[src/rtl/fifo_rd_packer.sv]
// rtl/fifo_rd_packer.sv - packs first-word-fall-through FIFO entries into wide words with byte-lane keep
// Optional idle auto-flush is enabled by defining FIFO_PACK_TIMEOUT_EN.
module fifo_rd_packer #(
    parameter int DATA_WIDTH     = 8,
    parameter int PACK_RATIO     = 4,
    parameter int TIMEOUT_CYCLES = 16
) (
    input  logic                               i_clk,
    input  logic                               i_rst_n,
    input  logic                               i_rempty,
    input  logic [DATA_WIDTH-1:0]              i_rdata,
    output logic                               o_rinc,
    input  logic                               i_flush,
    output logic [DATA_WIDTH*PACK_RATIO-1:0]   o_tdata,
    output logic [PACK_RATIO-1:0]              o_tkeep,
    output logic                               o_tvalid,
    input  logic                               i_tready,
    output logic [$clog2(PACK_RATIO+1)-1:0]    o_acc_cnt
);
    localparam int CNT_W = $clog2(PACK_RATIO + 1);
    localparam int OUT_W = DATA_WIDTH * PACK_RATIO;
    localparam logic [CNT_W-1:0] LAST_LANE = CNT_W'(PACK_RATIO - 1);

    logic [CNT_W-1:0]      r_acc_cnt;
    logic [OUT_W-1:0]      r_acc;
    logic                  r_flush_pend;
    logic [OUT_W-1:0]      r_tdata;
    logic [PACK_RATIO-1:0] r_tkeep;
    logic                  r_tvalid;

    logic                  w_out_free;
    logic                  w_flush_go;
    logic                  w_pop;
    logic                  w_complete;
    logic                  w_pend_set;
    logic [PACK_RATIO-1:0] w_part_keep;

    assign w_out_free = !r_tvalid || i_tready;
    assign w_flush_go = r_flush_pend && (r_acc_cnt != '0) && w_out_free;
    // A pop that would complete a word waits until the output register can take it.
    assign w_pop      = i_rst_n && !i_rempty && !w_flush_go &&
                        ((r_acc_cnt < LAST_LANE) || w_out_free);
    assign w_complete = w_pop && (r_acc_cnt == LAST_LANE);
    assign o_rinc     = w_pop;

    always_comb begin
        w_part_keep = '0;
        for (int i = 0; i < PACK_RATIO; i++) begin
            w_part_keep[i] = (CNT_W'(i) < r_acc_cnt);
        end
    end

`ifdef FIFO_PACK_TIMEOUT_EN
    localparam int IDLE_W = $clog2(TIMEOUT_CYCLES + 1);
    localparam logic [IDLE_W-1:0] IDLE_MAX  = IDLE_W'(TIMEOUT_CYCLES);
    localparam logic [IDLE_W-1:0] IDLE_LAST = IDLE_W'(TIMEOUT_CYCLES - 1);

    logic [IDLE_W-1:0] r_idle_cnt;
    logic              w_idle_inc;

    assign w_idle_inc = (r_acc_cnt != '0) && !w_pop && (r_idle_cnt != IDLE_MAX);
    // The flush request rises together with the count reaching the limit.
    assign w_pend_set = i_flush || (w_idle_inc && (r_idle_cnt == IDLE_LAST));

    always_ff @(posedge i_clk or negedge i_rst_n) begin
        if (!i_rst_n) begin
            r_idle_cnt <= '0;
        end else if (w_pop || w_flush_go) begin
            r_idle_cnt <= '0;
        end else if (w_idle_inc) begin
            r_idle_cnt <= r_idle_cnt + 1'b1;
        end
    end
`else
    assign w_pend_set = i_flush;
`endif

    always_ff @(posedge i_clk or negedge i_rst_n) begin
        if (!i_rst_n) begin
            r_flush_pend <= 1'b0;
        end else if (w_flush_go) begin
            r_flush_pend <= 1'b0;
        end else if (w_pend_set) begin
            r_flush_pend <= 1'b1;
        end else if (r_acc_cnt == '0) begin
            r_flush_pend <= 1'b0;
        end
    end

    always_ff @(posedge i_clk or negedge i_rst_n) begin
        if (!i_rst_n) begin
            r_acc     <= '0;
            r_acc_cnt <= '0;
        end else if (w_complete || w_flush_go) begin
            r_acc     <= '0;
            r_acc_cnt <= '0;
        end else if (w_pop) begin
            for (int i = 0; i < PACK_RATIO; i++) begin
                if (CNT_W'(i) == r_acc_cnt) begin
                    r_acc[i*DATA_WIDTH +: DATA_WIDTH] <= i_rdata;
                end
            end
            r_acc_cnt <= r_acc_cnt + 1'b1;
        end
    end

    // The last lane is never stored; the completing entry goes straight to the output.
    always_ff @(posedge i_clk or negedge i_rst_n) begin
        if (!i_rst_n) begin
            r_tdata  <= '0;
            r_tkeep  <= '0;
            r_tvalid <= 1'b0;
        end else if (w_complete) begin
            r_tdata  <= {i_rdata, r_acc[OUT_W-DATA_WIDTH-1:0]};
            r_tkeep  <= '1;
            r_tvalid <= 1'b1;
        end else if (w_flush_go) begin
            r_tdata  <= r_acc;
            r_tkeep  <= w_part_keep;
            r_tvalid <= 1'b1;
        end else if (i_tready) begin
            r_tvalid <= 1'b0;
        end
    end

    assign o_tdata   = r_tdata;
    assign o_tkeep   = r_tkeep;
    assign o_tvalid  = r_tvalid;
    assign o_acc_cnt = r_acc_cnt;

endmodule
[config.mk]
export PLATFORM = sky130hd
export DESIGN_NAME = fifo_rd_packer
export DESIGN_NICKNAME = d
export VERILOG_FILES = /design/src/rtl/fifo_rd_packer.sv
export SDC_FILE = /design/constraint.sdc
export NUM_CORES = 1
export LEC_CHECK = 0
export ABC_AREA = 1
export CAP_MARGIN = 0
export CORE_MARGIN = 2
export CORE_UTILIZATION = 35
export DETAILED_ROUTE_END_ITERATION = 10
export DONT_BUFFER_PORTS = 1
export PLACE_DENSITY_LB_ADDON = 0.2
export SYNTH_ARGS = -nofsm -noshare
export SYNTH_HDL_FRONTEND = slang
export SYNTH_SLANG_ARGS = --single-unit
[constraint.sdc]
create_clock -name i_clk -period 1.7 [get_ports i_clk]
set_input_delay 0.34 -clock i_clk [delete_from_list [all_inputs] [get_ports i_clk]]
set_output_delay 0.34 -clock i_clk [all_outputs]
set_load 0.05 [all_outputs]
Word level (Yosys, flattened, before mapping). Index checks and enable logic that the tools add are counted.

Flip-flop bits (word level): 73. Input port bits: 13. Output and inout port bits: 41. Word-level logic and storage cells: 63.

Add/subtract/negate cells: 1. Magnitude comparators: 5. Eq/ne operators: 4. Mux-type cells: 18. Reductions and logical operators: 26.

Operator list (number): 32-bit two-way mux (4); 8-bit two-way mux (4); 2-bit nonzero test (6); 3-bit nonzero test (3); 4-bit two-way mux (2); 2-bit AND reduction (4); 2-bit by 3-bit equality test with 1-bit output, first input constant (2); 1-bit logical AND (6); 1-bit by 3-bit < comparator with 1-bit output, first input constant (2); 2-bit by 3-bit < comparator with 1-bit output, first input constant (2); 1-bit two-way mux (6); 3-bit two-way mux (2); 3-bit by 1-bit adder with 3-bit output, second input constant (1); 1-bit by 3-bit equality test with 1-bit output, first input constant (1); 3-bit by 2-bit equality test with 1-bit output, second input constant (1); 1-bit logical NOT (3); 3-bit logical NOT (1); 1-bit logical OR (3); 3-bit by 2-bit < comparator with 1-bit output, second input constant (1).

Depth between registers and ports, before layout. Gate-level depths: netlist of the first run.

Word-level depth: 10. Mapped depth: 13.

Worst setup path after synthesis of the first run. OpenSTA, ideal clock, no wires.

Path kind: flip-flop to flip-flop. From: reg r_acc_cnt[0], in the netlist o_acc_cnt[0]. To: reg r_acc_cnt[2], in the netlist o_acc_cnt[2]. Library setup time: 0.117 ns. Arrival: 2.049 ns. Required time: 1.583 ns. Path slack: -0.466 ns. Cell stages (with the launch flop): 14. Buffers on the path: 1. Period minus slack after synthesis: 2.166 ns. Cell sequence: dfrtp_1 > inv_1 > ha_1 > nand2_8 > nand2_2 > nor2_4 > buf_6 > inv_6 > nand2_4 > inv_2 > nand2_1 > nand2_1 > nand2_1 > nor2_1.

Word-level cells in the longest chain between the ends: 9. Elaborated cells between the ends (all ways): 15. Classes of those cells: 1 x add/sub; 1 x order compare; 1 x eq/ne; 2 x mux; 10 x reduce/logical.

RTL lines: from (decl) (RTL line 24) `logic [CNT_W-1:0] r_acc_cnt;`; from (signal assigned) (RTL line 103) `r_acc_cnt <= r_acc_cnt + 1'b1;`; branches (longest 5 deep; another with 3-bit by 2-bit < comparator with 1-bit output); 1-bit logical AND * (RTL line 41) `assign w_pop = i_rst_n && !i_rempty && !w_flush_go &&`; via o_rinc (RTL line 12) `output logic o_rinc,`; 1-bit logical AND (RTL line 43) `assign w_complete = w_pop && (r_acc_cnt == LAST_LANE);`; 1-bit logical OR (RTL line 94) `end else if (w_complete || w_flush_go) begin`; 3-bit two-way mux or 2-bit nonzero test (tied branches).

Mark *: on every way through the listed nets, which the timed path passes. The select of a mux whose other input is x is not followed. A chain may end at the register's enable or synchronous reset.

Final worst setup path of the first run.
From: reg r_acc_cnt[1], in the netlist o_acc_cnt[1]. To: reg r_acc[16].

Word-level cells in the longest chain between the ends: 10. Elaborated cells between the ends (all ways): 16. Classes of those cells: 1 x order compare; 2 x eq/ne; 1 x mux; 12 x reduce/logical.

RTL lines: branches (longest 10 deep; another with 3-bit by 2-bit < comparator with 1-bit output); to (signal, indexed assignment) (RTL line 100) `r_acc[i*DATA_WIDTH +: DATA_WIDTH] <= i_rdata;`; to (decl) (RTL line 25) `logic [OUT_W-1:0] r_acc;`.

Parallel ways; which one is timed is not known.

==> flow_metrics.py, run 1 <==
metrics = {
    "synth": {
        "synth_area_leader_cell": "dfrtp_1",
        "avgSynthCellArea_um2": 9.34,
        "synthArstFlopShare_pct": 100,
        "synthDominantCellAreaShare_pct": 57.5,
        "synth_edf_count": 0,
        "yosys-top-cells-area": "dfrtp_1 (58%), nand2_1 (16%), o211ai_1 (5.7%)",
        "ys_ff_latch": 73,
        "seq_area_frac_synth_pct": 57.5,
        "synth_fp_nets": 356,
        "netlist-cell-type-count": 25,
        "synth_ff_type": "dfrtp_1",
        "yosysWarnings": 0,
        "synth_most_common_cell": "nand2_1",
        "syn_area_um2": 3180,
        "syn_inst": 340,
        "ys_top_cells_by_count": "nand2_1 (132), dfrtp_1 (73), nand4_1 (24), o211ai_1 (24), inv_1 (20)",
    },
    "placed_design": {
        "placed_area_um2": 3380,
        "gp_routability_congestion": 0.738,
        "port_buffers": 0,
        "dp_hpwl_mm": 4.86,
    },
    "route": {
        "drt_iter0_drc": 130,
        "drtPass1Iterations": 4,
        "vias_per_cell": 5.10,
        "drc": 0,
        "ant_nets": 0,
        "drt_wl_total_mm": 7.76,
        "vias": 2428,
        "wl_per_cell_um": 16.3,
    },
    "global_routing": {
        "grt_first_pass_wirelength_mm": 12.6,
        "grt_antenna_before_repair": 0,
        "grt_use_total_pct": 16.2,
        "grt_overflow": 0,
        "grt_max_degree": 75,
        "grt_pass1_vias": 2462,
    },
    "setup_path": {
        "critPathSlowestCell": "dfrtp_2",
        "crit_fanout": 7,
        "cp.arrival_ns": 2.09,
        "worstSetupPathType": "flop to flop",
        "cp.required_ns": 1.98,
        "path_delay_family": "buffers and inverters",
        "path_cells": "inv_2 -> ha_4 -> nand2_8 -> nand2_4 -> nor2_4 -> buf_6 -> a31oi_4 -> buf_12 -> buf_8 -> o211ai_1 -> nand2_1",
        "path_buf_inv": 4,
        "cp-end-kind": "flop",
        "startpoint_type": "flop",
        "critPathMaxStageDelay_ns": 0.44,
    },
    "clock_network": {
        "cts_buffer_depth": 2,
        "htree_levels": 3,
        "cts_tree": "yes",
        "cts_sinks": 73,
        "cts.root.buffer_cell": "clkbuf_8",
        "path_clk_slew_ns": 0.08,
        "cts_inserted_buffers": 9,
        "clk_latency_ns": 0.34,
    },
    "pwr": {
        "pwr-share-comb_pct": 39.2,
        "power_density_nw_per_um2": 2240,
        "intPower_w": 0.00453,
        "power_switching_w": 0.00405,
        "p_leak_nw": 1.95,
        "power.total_w": 0.00858,
        "power_frac_seq_pct": 43.7,
        "p_sw_share_pct": 47.1,
        "ir_drop_mv": 1.35,
        "pwr-share-clk_pct": 17.2,
    },
    "run_status": {
        "outcome": "complete, but fails checks",
        "violations": "hold timing, setup timing",
    },
    "sta": {
        "worstMarginPinSlew_ns": 0.531,
        "fin_ws_ns": -0.111,
        "relSlewSlack_pct": 64.6,
        "finalSetupTns_ns": -2.74,
        "period_minus_slack_ns": 1.81,
        "clock_skew_ns": 0.00817,
        "fin_crit_sh_pct": 107,
        "rsz0062_at_grt": "true",
        "fmax_mhz": 552,
        "whs_ns": -0.309,
        "finalHoldViolCount": 73,
        "setup_viol": 44,
        "drv_slew": 0,
    },
    "layout": {
        "layout-drive-gt1-share_pct": 19.6,
        "synthToLayoutAreaGrowth_pct": 20.8,
        "antennaDiodeCount": 0,
        "fillers": 861,
        "stdcell_area_um2": 3840,
        "fin_nets": 380,
    },
    "floorplan": {
        "rows": 34,
        "ios": 54,
        "die_area_um2": 9850,
        "start_util_pct": 36.3,
        "die_w_um": 99.3,
        "die_h_um": 99.3,
        "core_um2": 8760,
    },
    "run": {
        "maxCapViolCount": 0,
    },
    "min_path": {
        "hold_class": "input port to asynchronous set/reset pin",
    },
}
## state kept, by name, summed over array words and instances (netlist names)
signal,count
o_tdata,32
r_acc,32
o_tkeep,4
o_acc_cnt,3
o_tvalid,1
r_flush_pend,1
## power groups by stage
stage / Sequential (W) / Combinational (W) / Clock, W
2_1_floorplan: 0.00382 / 0.00202 / 0
3_3_place_gp: 0.00378 / 0.00267 / 0
3_5_place_dp: 0.00379 / 0.00268 / 0
4_1_cts: 0.00376 / 0.00281 / 0.00151
5_1_grt: 0.00383 / 0.00371 / 0.00158
6_report: 0.00375 / 0.00336 / 0.00147
## cells by family after synthesis
family / share of synthesized area [%]
AO/OA/AOI/OAI: 7.92
adder cells (fa/ha/maj): 1.18
buffers and inverters: 7.33
flip-flops: 57.5
AND/OR/NAND/NOR: 26.1
## layout by cell type (no fill, tap or decap)
cell type	instances
nand2_8	3
clkbuf_16	2
buf_8	4
buf_4	19
nand2_4	2
nand4_1	24
o21ai_1	1
inv_4	1
nor2_4	2
dfrtp_1	69
bufinv_16	2
nor2_2	1
inv_2	3
ha_4	1
buf_6	1
a21oi_4	1
inv_1	18
nand3_1	10
ha_1	2
nand2_2	7
dfrtp_2	4
inv_8	1
nand2_1	124
o211ai_1	24
clkinv_2	1
buf_12	4
a21oi_1	1
nor2_1	16
inv_12	1
o21ai_4	1
a31oi_4	1
clkbuf_8	10
o21ai_0	4
clkbuf_1	2
o21a_1	1
## per-stage QoR
stage	worst slack, ns	hold WS [ns]	cells	util (%)
5_1_grt	-0.183	-0.340	476	43.8
4_1_cts	-0.0961	-0.331	467	41.7
3_5_place_dp	0.0846	0.0463	446	38.6
3_3_place_gp	0.0865	0.0464	446	38.6
2_1_floorplan	-0.0766	0.0444	340	-
6_report	-0.111	-0.309	476	43.8
## final timing paths
| kind | depth (start not counted) | slack [ns] | end | from |
|---|---|---|---|---|
| setup / recovery | 11 | -0.11 | r_acc[16] | o_acc_cnt[1] |
| hold / removal | 0 | -0.31 | o_tdata[17] | i_rst_n |
| setup reg to reg | 11 | -0.11 | r_acc[16] | o_acc_cnt[1] |
| hold reg to reg | 2 | 0.48 | o_tdata[19] | r_acc[19] |
| max in group asynchronous | 0 | 1.89 | r_acc[26] | i_rst_n |
| min in group i_clk | 1 | 0.10 | o_tvalid | i_tready |
## metal layers
metal	wire [um]	share of wire, %	track usage [%]
met1	3680	47	21.7
met2	3550	46	24.3
met3	478	6.2	7.24
met4	53	0.68	4.11
met5	0	0	0
## area by class of cell
class | instances | area [um2] | area share [%]
clock buffer | 12 | 145 | 3.78
sequential | 73 | 1830 | 47.7
inverter | 24 | 113 | 2.94
tap | 108 | 135 | 3.52
timing repair buffer | 30 | 344 | 8.97
clock inverter | 3 | 65.1 | 1.70
multi-input combinational | 226 | 1200 | 31.3
## repair_timing
action	4_1_cts	5_1_grt
cloned	0	5
gates resized for setup	3	17
buffers inserted	6	4
setup endpoints to repair	1	63
pin swaps	3	7
endpoints found under the hold margin	73	73
Power figures use the tool's default switching activity.
==> inputs of run 2 (changes only) <==
--- a/config.mk
+++ b/config.mk
@@ -7,6 +7,7 @@
 export LEC_CHECK = 0
 export ABC_AREA = 1
 export CAP_MARGIN = 0
+export CORE_ASPECT_RATIO = 1.75
 export CORE_MARGIN = 2
 export CORE_UTILIZATION = 35
 export DETAILED_ROUTE_END_ITERATION = 10
==> run 2 against run 1 <==
The flow still finishes with violations (hold timing, setup timing). Total power is 12% higher. Cell area is 8.8% higher. First-iteration DRC count is 31% higher. Clock skew is 0.0031 ns lower. Register-to-register slack better by 0.06 ns. Clock power is 31% higher. Fmax is 3.2% higher. Utilization is 3.0 points higher. Non-clock buffer count is 10 higher. Worst setup slack better by 0.056 ns. Critical path type is now flop to output pin. Critical endpoint is now o_rinc.
==> flow_metrics.py, run 2 (synthesis results as in run 1) <==
metrics = {
    "route": {
        "drt_iter0_drc": 170,
        "vias_per_cell": 4.98,
        "drc": 0,
        "wl_per_cell_um": 16.7,
        "drtPass1Iterations": 4,
        "drt_wl_total_mm": 8.32,
        "vias": 2487,
        "ant_nets": 0,
    },
    "clock_network": {
        "cts_tree": "yes",
        "cts.root.buffer_cell": "clkbuf_16",
        "clk_latency_ns": 0.34,
        "htree_levels": 3,
        "cts_inserted_buffers": 9,
        "cts_sinks": 73,
        "path_clk_slew_ns": 0.05,
        "cts_buffer_depth": 2,
    },
    "pwr": {
        "power_density_nw_per_um2": 2310,
        "p_leak_nw": 2.13,
        "ir_drop_mv": 1.25,
    },
    "setup_path": {
        "critPathSlowestCell": "dfrtp_2",
        "timing.rr.start": "o_acc_cnt[1]",
        "cp.arrival_ns": 1.41,
        "r2r_slack_ns": -0.05,
        "worstSetupPathType": "flop to output pin",
        "path_cells": "inv_2 -> ha_4 -> nand2_8 -> nand2_4 -> nor2_4 -> inv_8 -> nand2_8 -> inv_12",
        "r2r_cells": 11,
        "startpoint_type": "flop",
        "cp.required_ns": 1.36,
        "crit_fanout": 4,
        "cp-startpoint": "o_acc_cnt[1]",
        "path_common_cell": "nand2_8",
        "r2r_end": "r_acc[15]",
        "critPathMaxStageDelay_ns": 0.38,
        "cp-end-kind": "output pin",
    },
    "sta": {
        "fin_ws_ns": -0.0544,
        "finalSetupTns_ns": -1.23,
        "drv_slew": 0,
        "rsz0062_at_grt": "true",
        "worstMarginPinSlew_ns": 0.558,
        "fmax_mhz": 570,
        "fin_crit_sh_pct": 103,
        "setup_viol": 49,
        "relSlewSlack_pct": 62.8,
        "clock_skew_ns": 0.00507,
        "period_minus_slack_ns": 1.75,
        "whs_ns": -0.301,
        "finalHoldViolCount": 73,
    },
    "layout": {
        "final_common_cell": "nand2_1",
        "synthToLayoutAreaGrowth_pct": 31.4,
        "layout-drive-gt1-share_pct": 25.1,
        "antennaDiodeCount": 0,
        "fillers": 829,
        "most-common-layout-cells": "nand2_1 (116), dfrtp_1 (69), o211ai_1 (24), nand4_1 (24), buf_4 (23)",
        "fin_nets": 390,
        "final_util_pct": 46.8,
    },
    "run": {
        "maxCapViolCount": 0,
    },
    "floorplan": {
        "die_area_um2": 9880,
        "rows": 46,
        "die_h_um": 130,
        "die_w_um": 76.0,
        "core_um2": 8920,
        "start_util_pct": 35.6,
        "ios": 54,
    },
    "placed_design": {
        "port_buffers": 0,
        "gp_routability_congestion": 0.867,
        "dp_hpwl_mm": 5.28,
    },
    "global_routing": {
        "grt_antenna_before_repair": 0,
        "grt_pass1_vias": 2491,
        "grt_overflow": 0,
        "grt_use_total_pct": 16.8,
        "grt_max_degree": 75,
        "grt_first_pass_wirelength_mm": 12.8,
    },
    "run_status": {
        "outcome": "complete, but fails checks",
        "violations": "hold timing, setup timing",
    },
    "min_path": {
        "hold_class": "input port to asynchronous set/reset pin",
    },
}
==> run 2: changes by cell type in the layout (fill, tap and decap cells not counted), moves of 2 or more <==
cell       before  now
clkbuf_16       2   15
nand3_1        10    8
clkbuf_1        2    0
clkbuf_8       10    2
nand2_2         7    9
buf_12          4    6
buf_8           4    0
clkinv_2        1    3
buf_4          19   23
nand2_1       124  116
nand3_2         0    2
nand2_4         2    8
buf_6           1    4
==> run 2: layout make-up <==
type	instances	area, um2	share of cell area, %
Clock buffer	11	253	6.06
Tap cell	120	150	3.60
Sequential cell	73	1830	43.9
Inverter	24	113	2.70
Timing Repair Buffer	40	515	12.4
Multi-Input combinational cell	226	1260	30.1
Clock inverter	5	53.8	1.29
==> run 2: report_power, final <==
part | switching (W) | internal [W]
Combinational | 0.00217 | 0.00178
Clock | 0.000712 | 0.00121
Sequential | 0.00148 | 0.00230
==> run 2: worst max path at each step <==
stage / slack, ns / endpoint
4_1_cts: -0.05 / o_rinc
3_5_place_dp: 0.03 / o_tdata[1]
2_1_floorplan: -0.08 / o_rinc
5_1_grt: -0.14 / r_acc[13]
3_3_place_gp: 0.07 / o_tdata[0]
6_report: -0.05 / o_rinc
==> run 2: metrics by stage <==
| step | hold slack (ns) | instance area [um2] | worst slack [ns] | power (W) | instances |
|---|---|---|---|---|---|
| after floorplan | 0.0444 | 3230 | -0.0766 | 0.00583 | 340 |
| after global placement | 0.0458 | 3440 | 0.0696 | 0.00649 | 462 |
| after detailed placement | 0.0457 | 3440 | 0.0348 | 0.00656 | 462 |
| after CTS | -0.312 | 3890 | -0.0527 | 0.00888 | 491 |
| after global routing | -0.312 | 4170 | -0.140 | 0.0102 | 499 |
| final | -0.301 | 4170 | -0.0544 | 0.00965 | 499 |
==> run 2: metal layers <==
metal | wire length (um) | up-vias | global-route usage, % | share of wire [%]
li1 | - | 1190 | - | -
met1 | 3030 | 1224 | 17.8 | 36
met2 | 4610 | 56 | 30.5 | 55
met3 | 505 | 17 | 5.81 | 6.1
met4 | 178 | 0 | 7.49 | 2.1
met5 | 0 | - | 0 | 0
==> run 2: timing repair <==
action                                 CTS  global route
cloned                                   1             7
pin swaps                                3            26
endpoints found under the hold margin   73            73
setup endpoints to repair                1            63
resized for setup                        8            31
buffers inserted                        12             1
==> run 2: critical path: cells and delay by family, from the launching register on <==
kind | cells | cell delay, ns
DFF | 1 | 0.38
and+or+nand+nor | 4 | 0.36
adders and majority gates | 1 | 0.17
buffers and inverters | 3 | 0.16
==> inputs of run 3 (changes only) <==
--- a/config.mk
+++ b/config.mk
@@ -6,12 +6,14 @@
 export NUM_CORES = 1
 export LEC_CHECK = 0
 export ABC_AREA = 1
+export ABC_CLOCK_PERIOD_IN_PS = 1700
 export CAP_MARGIN = 0
 export CORE_ASPECT_RATIO = 1.75
 export CORE_MARGIN = 2
-export CORE_UTILIZATION = 35
+export CORE_UTILIZATION = 50
 export DETAILED_ROUTE_END_ITERATION = 10
 export DONT_BUFFER_PORTS = 1
+export HOLD_SLACK_MARGIN = 0.1
 export PLACE_DENSITY_LB_ADDON = 0.2
 export SYNTH_ARGS = -nofsm -noshare
 export SYNTH_HDL_FRONTEND = slang
==> run 3 against run 2 <==
The run still ends with hold timing, setup timing left. Cell count shrank 7.6%. Wire length grew 0.44%. Largest power group unchanged. First-iteration DRC count grew 12%. Fmax shrank 3.5%. Critical endpoint unchanged. Die area shrank 29%. Sequential share of layout area grew 2.3 points.
==> flow_metrics.py, run 3 (synthesis results as in run 1) <==
metrics = {
    "run_status": {
        "outcome": "complete, but fails checks",
        "violations": "hold timing, setup timing",
    },
    "setup_path": {
        "worstSetupPathType": "flop to output pin",
        "crit_fanout": 4,
        "r2r_slack_ns": -0.09,
        "timing.rr.start": "o_acc_cnt[0]",
        "r2r_end": "r_acc[14]",
        "cp.required_ns": 1.36,
        "cp.arrival_ns": 1.48,
        "startpoint_type": "flop",
        "r2r_cells": 11,
        "cp-end-kind": "output pin",
    },
    "pwr": {
        "power_density_nw_per_um2": 2280,
        "power.total_w": 0.00906,
        "p_leak_nw": 2.04,
        "ir_drop_mv": 1.45,
    },
    "run": {
        "maxCapViolCount": 0,
    },
    "sta": {
        "fin_ws_ns": -0.118,
        "relSlewSlack_pct": 66.2,
        "fin_crit_sh_pct": 107,
        "worstMarginPinSlew_ns": 0.506,
        "drv_slew": 0,
        "period_minus_slack_ns": 1.82,
        "finalSetupTns_ns": -2.94,
        "rsz0062_at_grt": "true",
        "whs_ns": -0.332,
        "finalHoldViolCount": 73,
        "setup_viol": 59,
        "fmax_mhz": 550,
        "clock_skew_ns": 0.00749,
    },
    "floorplan": {
        "die_w_um": 64.3,
        "die_h_um": 109,
        "die_area_um2": 7030,
        "rows": 38,
        "core_um2": 6180,
        "ios": 54,
        "start_util_pct": 51.4,
    },
    "layout": {
        "layout-drive-gt1-share_pct": 21.0,
        "antennaDiodeCount": 0,
        "multi_input_area_um2": 1190,
        "seq_area_um2": 1830,
        "most-common-layout-cells": "nand2_1 (128), dfrtp_1 (69), o211ai_1 (24), nand4_1 (24), buf_4 (21)",
        "final_util_pct": 64.1,
        "fillers": 521,
        "fin_nets": 393,
        "final_common_cell": "nand2_1",
        "synthToLayoutAreaGrowth_pct": 24.8,
    },
    "global_routing": {
        "grt_max_degree": 75,
        "grt_overflow": 0,
        "grt_first_pass_wirelength_mm": 11.7,
        "grt_antenna_before_repair": 0,
        "grt_pass1_vias": 2327,
        "grt_use_total_pct": 22.3,
    },
    "route": {
        "drtPass1Iterations": 4,
        "drc": 0,
        "wl_per_cell_um": 18.1,
        "vias": 2548,
        "vias_per_cell": 5.53,
        "drt_iter0_drc": 191,
        "ant_nets": 0,
        "drt_wl_total_mm": 8.36,
    },
    "placed_design": {
        "gp_routability_congestion": 0.885,
        "port_buffers": 0,
        "dp_hpwl_mm": 4.67,
    },
    "clock_network": {
        "cts.root.buffer_cell": "clkbuf_8",
        "clk_latency_ns": 0.36,
        "ctsHoldBuffers": 1,
        "path_clk_slew_ns": 0.07,
        "cts_buffer_depth": 2,
        "cts_inserted_buffers": 9,
        "cts_tree": "yes",
        "htree_levels": 3,
        "cts_sinks": 73,
    },
    "min_path": {
        "hold_class": "input port to asynchronous set/reset pin",
    },
}
==> run 3: worst max-delay path by stage <==
stage / startpoint / endpoint / slack, ns / cells past startpoint
after floorplan: o_acc_cnt[0] / o_rinc / -0.08 / 9
after global placement: o_acc_cnt[1] / r_acc[2] / 0.09 / 9
after detailed placement: o_acc_cnt[1] / r_acc[2] / 0.02 / 9
after CTS: o_acc_cnt[0] / o_rinc / -0.09 / 8
after global routing: o_acc_cnt[0] / o_rinc / -0.17 / 8
final: o_acc_cnt[0] / o_rinc / -0.12 / 8
==> run 3: critical path, cell delays in order (launching register included) <==
cell and delay [ns]:
dfrtp_2 0.40, inv_2 0.06, ha_4 0.17, nand2_8 0.07, nand2_4 0.05, nor2_4 0.15
inv_8 0.05, nand2_8 0.09, inv_12 0.05
==> run 3: report_power, final <==
part	switching [W]	total (W)	internal, W
clock	0.000632	0.00119	0.000557
combinational	0.00222	0.00410	0.00188
sequential	0.00147	0.00377	0.00230
total	0.00432	0.00906	0.00473
==> run 3: timing repair <==
action	4_1_cts	5_1_grt
gates resized for setup	3	18
gates cloned	0	13
endpoints found under the setup margin	2	62
pin swaps	10	15
buffers inserted	8	6
endpoints found under the hold margin	74	73
==> run 3: layout make-up <==
cell class                      count  area share, %
Sequential cell                    73           46.2
Multi-Input combinational cell    226           30.0
Timing Repair Buffer               43           14.4
Clock buffer                       12           3.66
Inverter                           24           2.84
Tap cell                           80           2.53
Clock inverter                      3          0.442
==> run 3: metrics by stage <==
stage / instance area [um2] / std cells / setup slack, ns
finish: 3960 / 461 / -0.118
global route: 3960 / 461 / -0.168
CTS: 3610 / 442 / -0.0943
detailed placement: 3360 / 418 / 0.0214
global placement: 3360 / 418 / 0.0871
floorplan: 3230 / 340 / -0.0766
==> run 3: per-layer routing <==
metal / track usage [%] / routed length, um
met5: 0 / 0
met4: 10.6 / 290
met3: 6.65 / 472
met2: 36.2 / 4380
met1: 27.0 / 3210
